### config.mk
export PLATFORM = sky130hd
export DESIGN_NAME = crc_frame_tx
export DESIGN_NICKNAME = d
export VERILOG_FILES = /design/src/rtl/crc_frame_tx.sv
export SDC_FILE = /design/constraint.sdc
export NUM_CORES = 1
export LEC_CHECK = 0
export ABC_AREA = 0
export BUFFER_PORTS_ARGS = -buffer_cell sky130_fd_sc_hd__buf_2
export CORE_MARGIN = 3
export CORE_UTILIZATION = 50
export DETAILED_ROUTE_END_ITERATION = 10
export PLACE_DENSITY = 0.73
export SLEW_MARGIN = 20
export SYNTH_ARGS = -nofsm -noshare
export SYNTH_HDL_FRONTEND = slang
export SYNTH_SLANG_ARGS = --single-unit
### constraint.sdc
create_clock -name clk -period 6.8 [get_ports clk]
set_clock_uncertainty 0.15 [all_clocks]
set_input_delay 1.36 -clock clk [delete_from_list [all_inputs] [get_ports clk]]
set_output_delay 1.36 -clock clk [all_outputs]
set_load 0.01 [all_outputs]
### src/rtl/crc_frame_tx.sv
`default_nettype none
// ============================================================================
// Module   : crc_frame_tx
// Brief    : Buffers a byte payload, then serialises preamble, length,
//            payload and CRC onto one line at CLK_DIV clocks per bit.
// Revision : 1.0 - initial release
// ============================================================================
module crc_frame_tx #(
    parameter int unsigned       PAYLOAD_BYTES = 16,
    parameter int unsigned       CRC_W         = 8,
    parameter logic [CRC_W-1:0]  CRC_POLY      = 8'h07,
    parameter logic [CRC_W-1:0]  CRC_INIT      = '0,
    parameter int unsigned       CLK_DIV       = 16,
    parameter int unsigned       PRE_W         = 8,
    parameter logic [PRE_W-1:0]  PREAMBLE      = 8'hA5,
    localparam int unsigned      CNT_W         = $clog2(PAYLOAD_BYTES + 1)
) (
    input  logic             clk,
    input  logic             rst,
    input  logic             in_valid,
    output logic             in_ready,
    input  logic [7:0]       in_data,
    input  logic             in_last,
    input  logic             tx_start,
    input  logic             test_mode,
    output logic             tx_line,
    output logic             busy,
    output logic             done,
    output logic [CNT_W-1:0] byte_count
);

    localparam int unsigned c_SH_W   = (PRE_W > CRC_W) ? ((PRE_W > 8) ? PRE_W : 8)
                                                       : ((CRC_W > 8) ? CRC_W : 8);
    localparam int unsigned c_IDX_W  = $clog2(c_SH_W);
    localparam int unsigned c_DIV_W  = $clog2(CLK_DIV);
    localparam int unsigned c_BIDX_W = (PAYLOAD_BYTES > 1) ? $clog2(PAYLOAD_BYTES) : 1;

    typedef enum logic [2:0] {
        S_IDLE  = 3'd0,
        S_ARMED = 3'd1,
        S_PRE   = 3'd2,
        S_LEN   = 3'd3,
        S_DATA  = 3'd4,
        S_CRC   = 3'd5,
        S_STOP  = 3'd6
    } state_t;

    state_t               r_state;
    state_t               w_state_nx;
    logic [c_DIV_W-1:0]   r_div;
    logic [c_IDX_W-1:0]   r_bit_idx;
    logic [CNT_W-1:0]     r_byte_idx;
    logic [CNT_W-1:0]     r_byte_count;
    logic [c_SH_W-1:0]    r_shift;
    logic [CRC_W-1:0]     r_crc;
    logic                 r_test;
    logic [7:0]           r_buf [PAYLOAD_BYTES];

    logic                 w_accept;
    logic                 w_buf_full;
    logic                 w_bit_end;
    logic                 w_last_bit;
    logic                 w_last_byte;
    logic                 w_start;
    logic                 w_fb;
    logic [CRC_W-1:0]     w_crc_step;
    logic [CRC_W-1:0]     w_crc_tx;
    logic [CNT_W-1:0]     w_rd_idx;
    logic [7:0]           w_rd_byte;
    logic [7:0]           w_len;

    assign w_accept    = (r_state == S_IDLE) && in_valid;
    assign w_buf_full  = (r_byte_count == CNT_W'(PAYLOAD_BYTES - 1));
    assign w_bit_end   = (r_div == c_DIV_W'(CLK_DIV - 1));
    assign w_last_byte = (r_byte_idx == r_byte_count - 1'b1);
    assign w_start     = (r_state == S_ARMED) && tx_start;
    assign w_len       = 8'(r_byte_count);

    // tx_line is the MSB of r_shift, so the CRC folds in each payload bit as it leaves
    assign w_fb       = r_crc[CRC_W-1] ^ r_shift[c_SH_W-1];
    assign w_crc_step = {r_crc[CRC_W-2:0], 1'b0} ^ (w_fb ? CRC_POLY : '0);
    assign w_crc_tx   = w_crc_step ^ CRC_W'(r_test);

    // LEN loads byte 0; DATA preloads the byte that follows the one on the line
    assign w_rd_idx  = (r_state == S_DATA) ? r_byte_idx + 1'b1 : '0;
    assign w_rd_byte = r_buf[c_BIDX_W'(w_rd_idx)];

    assign in_ready   = (r_state == S_IDLE);
    assign busy       = r_state inside {S_PRE, S_LEN, S_DATA, S_CRC, S_STOP};
    assign done       = (r_state == S_STOP) && w_bit_end;
    assign tx_line    = r_shift[c_SH_W-1];
    assign byte_count = r_byte_count;

    always_ff @(posedge clk) begin
        if (rst) begin
            r_state <= S_IDLE;
        end else begin
            r_state <= w_state_nx;
        end
    end

    always_comb begin
        w_state_nx = r_state;
        w_last_bit = 1'b0;
        case (r_state)
            S_IDLE: begin
                if (w_accept && (in_last || w_buf_full)) begin
                    w_state_nx = S_ARMED;
                end
            end
            S_ARMED: begin
                if (tx_start) begin
                    w_state_nx = S_PRE;
                end
            end
            S_PRE: begin
                w_last_bit = (r_bit_idx == c_IDX_W'(PRE_W - 1));
                if (w_bit_end && w_last_bit) begin
                    w_state_nx = S_LEN;
                end
            end
            S_LEN: begin
                w_last_bit = (r_bit_idx == c_IDX_W'(7));
                if (w_bit_end && w_last_bit) begin
                    w_state_nx = S_DATA;
                end
            end
            S_DATA: begin
                w_last_bit = (r_bit_idx == c_IDX_W'(7));
                if (w_bit_end && w_last_bit && w_last_byte) begin
                    w_state_nx = S_CRC;
                end
            end
            S_CRC: begin
                w_last_bit = (r_bit_idx == c_IDX_W'(CRC_W - 1));
                if (w_bit_end && w_last_bit) begin
                    w_state_nx = S_STOP;
                end
            end
            S_STOP: begin
                w_last_bit = 1'b1;
                if (w_bit_end) begin
                    w_state_nx = S_IDLE;
                end
            end
            default: begin
                w_state_nx = S_IDLE;
            end
        endcase
    end

    always_ff @(posedge clk) begin
        if (w_accept) begin
            r_buf[c_BIDX_W'(r_byte_count)] <= in_data;
        end
    end

    always_ff @(posedge clk) begin
        if (rst) begin
            r_div        <= '0;
            r_bit_idx    <= '0;
            r_byte_idx   <= '0;
            r_byte_count <= '0;
            r_shift      <= '1;
            r_crc        <= CRC_INIT;
            r_test       <= 1'b0;
        end else begin
            if (w_accept) begin
                r_byte_count <= r_byte_count + 1'b1;
            end
            if (w_start) begin
                r_test     <= test_mode;
                r_crc      <= CRC_INIT;
                r_div      <= '0;
                r_bit_idx  <= '0;
                r_byte_idx <= '0;
                r_shift    <= c_SH_W'(PREAMBLE) << (c_SH_W - PRE_W);
            end else if (busy) begin
                if (!w_bit_end) begin
                    r_div <= r_div + 1'b1;
                end else begin
                    r_div     <= '0;
                    r_bit_idx <= w_last_bit ? '0 : r_bit_idx + 1'b1;
                    r_shift   <= {r_shift[c_SH_W-2:0], 1'b1};
                    case (r_state)
                        S_PRE: begin
                            if (w_last_bit) begin
                                r_shift <= c_SH_W'(w_len) << (c_SH_W - 8);
                            end
                        end
                        S_LEN: begin
                            if (w_last_bit) begin
                                r_shift <= c_SH_W'(w_rd_byte) << (c_SH_W - 8);
                            end
                        end
                        S_DATA: begin
                            r_crc <= w_crc_step;
                            if (w_last_bit) begin
                                if (w_last_byte) begin
                                    r_shift <= c_SH_W'(w_crc_tx) << (c_SH_W - CRC_W);
                                end else begin
                                    r_byte_idx <= r_byte_idx + 1'b1;
                                    r_shift    <= c_SH_W'(w_rd_byte) << (c_SH_W - 8);
                                end
                            end
                        end
                        S_CRC: begin
                            if (w_last_bit) begin
                                r_shift <= '1;
                            end
                        end
                        S_STOP: begin
                            r_shift      <= '1;
                            r_byte_count <= '0;
                        end
                        default: begin
                            r_shift <= '1;
                        end
                    endcase
                end
            end
        end
    end

endmodule
`default_nettype wire
==> results.cfg <==
[setup_path]
cp.required_ns = 7.00
crit_path_end_kind = flip-flop
arrival_ns = 3.93
cp_max_fo = 18
startpoint_type = flip-flop
path_class = reg -> reg

[clocking]
cts.sinks = 165
cts_hold_buf = 0
path_clk_slew_ns = 0.07
cts_resized = 0
cts-root-buf = clkbuf_16
clock_latency_ns = 0.44
post_cts_buffers = 0
h-tree-depth = 4
cts_tree = done
max-clock-path-buffers = 2
cts_buffers = 17

[flow_run]
maxCapViolCount = 0

[synthesis]
synthesis.area_um2 = 7320
synth_nets = 612
avgSynthCellArea_um2 = 12.4
synth_edf_count = 128
synthCells = 589
synth_cell_type_count = 65
yosys_register_bits = 165
ys.flop_type = edfxtp_1
synthArstFlopShare_pct = 0
synth-seq-area-share_pct = 62.6
yosysWarnings = 0

[timing]
max_freq_mhz = 268
slew_headroom_pct = 27.2
hold_slack_ns = 0.315
drv_slew = 0
period_share_pct = 54.9
tightest_slew_ns = 1.08
fin_tns_setup_ns = 0
layout_min_cycle_time_ns = 3.73
rsz0062_at_grt = no
hold_viol = 0
setup_viol = 0

[drt]
routed_via_density = 6.37
wl_met1_mm = 7.42
wl_mm = 16.9
wire_per_inst_um = 21.4
vias = 5010
ant_nets = 0
drtPass1Iterations = 5
wl_met2_mm = 7.76
drc_errors = 0
first_iter_violations = 571
wl_met3_mm = 1.27
top_layer = met4

[grt]
groute.usage.overall_pct = 21.7
grt_pass1_wl_mm = 26.6
grt_max_degree = 33
antenna_found_initial = 0
grt-ovfl-total = 0
grt_pass1_vias = 4714

[min_path]
holdCritPathClass = reg -> reg

[power]
peakVddDrop_mv = 0.287
p_leak_uw = 0.00259
pwr_density_cell_nw_per_um2 = 270

[placement]
hpwlAfterDp_mm = 11.3
port_buffers = 22
gp_congestion = 0.966

[final_layout]
antenna_cells = 0
syn2layout_area_growth_pct = 10.3
fill_cells = 1146
fin_util_pct = 57.3
drive_gt1_share_pct = 12.2
nets = 617

[die]
die-area_um2 = 16100
die-height_um = 127
fp.coreArea_um2 = 14100
io_pins = 23
num_rows = 43
initial_utilization_pct = 51.9
die_x_um = 127

[status]
status = finished, final reports clean
==> cell usage after synthesis (10+ instances only) <==
master / instances / area, µm²
nor2_1: 49 / 184
dfxtp_1: 37 / 741
xnor2_1: 11 / 96.3
a221oi_1: 23 / 201
nand2_1: 57 / 214
o21ai_0: 25 / 125
mux2i_1: 15 / 150
xor2_1: 10 / 87.6
nand3_1: 12 / 60.1
nor3_1: 23 / 115
a21oi_1: 34 / 170
clkbuf_1: 22 / 82.6
a211oi_1: 18 / 135
edfxtp_1: 128 / 3840
==> per-stage QoR <==
| stage | power (µW) | area, µm² | instances | setup slack, ns |
|---|---|---|---|---|
| finish | 2180 | 8070 | 787 | 3.07 |
| global route | 2250 | 8070 | 787 | 2.92 |
| CTS | 2190 | 8060 | 787 | 3.19 |
| detailed placement | 1250 | 7480 | 755 | 3.23 |
| global placement | 1250 | 7480 | 755 | 3.32 |
| floorplan | 1210 | 7320 | 589 | 3.73 |
==> cells in the final DEF, fill, tap and decap left out, types with 4 or more instances in the layout <==
cell,instances
inv_6,5
dfxtp_1,37
clkbuf_16,17
o211ai_1,5
o21ai_0,25
edfxtp_1,128
a31oi_1,9
buf_2,22
nor3_1,21
a221oi_1,23
xor2_1,10
xnor2_1,11
nand3_1,12
a21oi_1,34
a211oi_1,18
ha_1,9
mux4_1,4
nand4_1,5
inv_8,4
nand2_1,57
nand2b_1,8
nor2_1,49
inv_1,7
mux2i_1,15
==> power by group <==
part	leakage, µW	switching, µW	internal (µW)
logic	0.000847	71.7	36.1
clock network	0.000285	429	521
registers	0.00145	18.2	1110
total	0.00259	519	1660
==> critical path, stage by stage (launching register included) <==
cell and delay (ns):
dfxtp_1 0.68, nor3b_2 0.83, nand2_1 0.49, a2111oi_0 0.80, nor3_1 0.13, or4_1 0.45, o211ai_1 0.11
==> path summary, 6_finish.rpt <==
kind                        startpoint                         to  slack (ns)  cells after the start
min          r_bit_idx[2]$_SDFFE_PP0P_  r_bit_idx[2]$_SDFFE_PP0P_        0.31                      2
min reg2reg  r_bit_idx[2]$_SDFFE_PP0P_  r_bit_idx[2]$_SDFFE_PP0P_        0.31                      2
max reg2reg    r_state[2]$_SDFFE_PP0P_    r_shift[3]$_SDFFE_PP1P_        3.07                      6
max            r_state[2]$_SDFFE_PP0P_    r_shift[3]$_SDFFE_PP1P_        3.07                      6
==> cell type report <==
cell class / instances / area [µm²] / share of cell area (%)
well taps: 180 / 225 / 2.79
repair buffers: 25 / 133 / 1.64
multi-input cells: 376 / 2510 / 31.1
clock inverters: 15 / 160 / 1.98
inverters: 9 / 33.8 / 0.418
clock buffers: 17 / 425 / 5.27
flip-flops and latches: 165 / 4580 / 56.8
==> registers in the layout, summed over array words and instances, names as in the netlist <==
register    flops
r_bit_idx       3
byte_count      5
r_byte_idx      5
r_test          1
r_state         3
r_buf         128
r_crc           8
r_div           4
r_shift         8
==> routing by layer <==
| metal | up-vias | global-route usage, % |
|---|---|---|
| li1 | 2268 | - |
| met1 | 2472 | 31.1 |
| met2 | 244 | 32.9 |
| met3 | 26 | 5.06 |
| met4 | 0 | 7.44 |
| met5 | - | 0 |
==> kinds of logic after synthesis <==
group                    Yosys count  synth area share (%)
AO/OA/AOI/OAI                    141                  13.4
XOR/XNOR                          22                  2.73
adder cells (fa/ha/maj)            9                  1.54
buffers and inverters             48                  3.21
flip-flops                       165                  62.6
multiplexers                      23                  4.56
AND/OR/NAND/NOR                  181                  12.0
(Power assumes the default switching activity.)
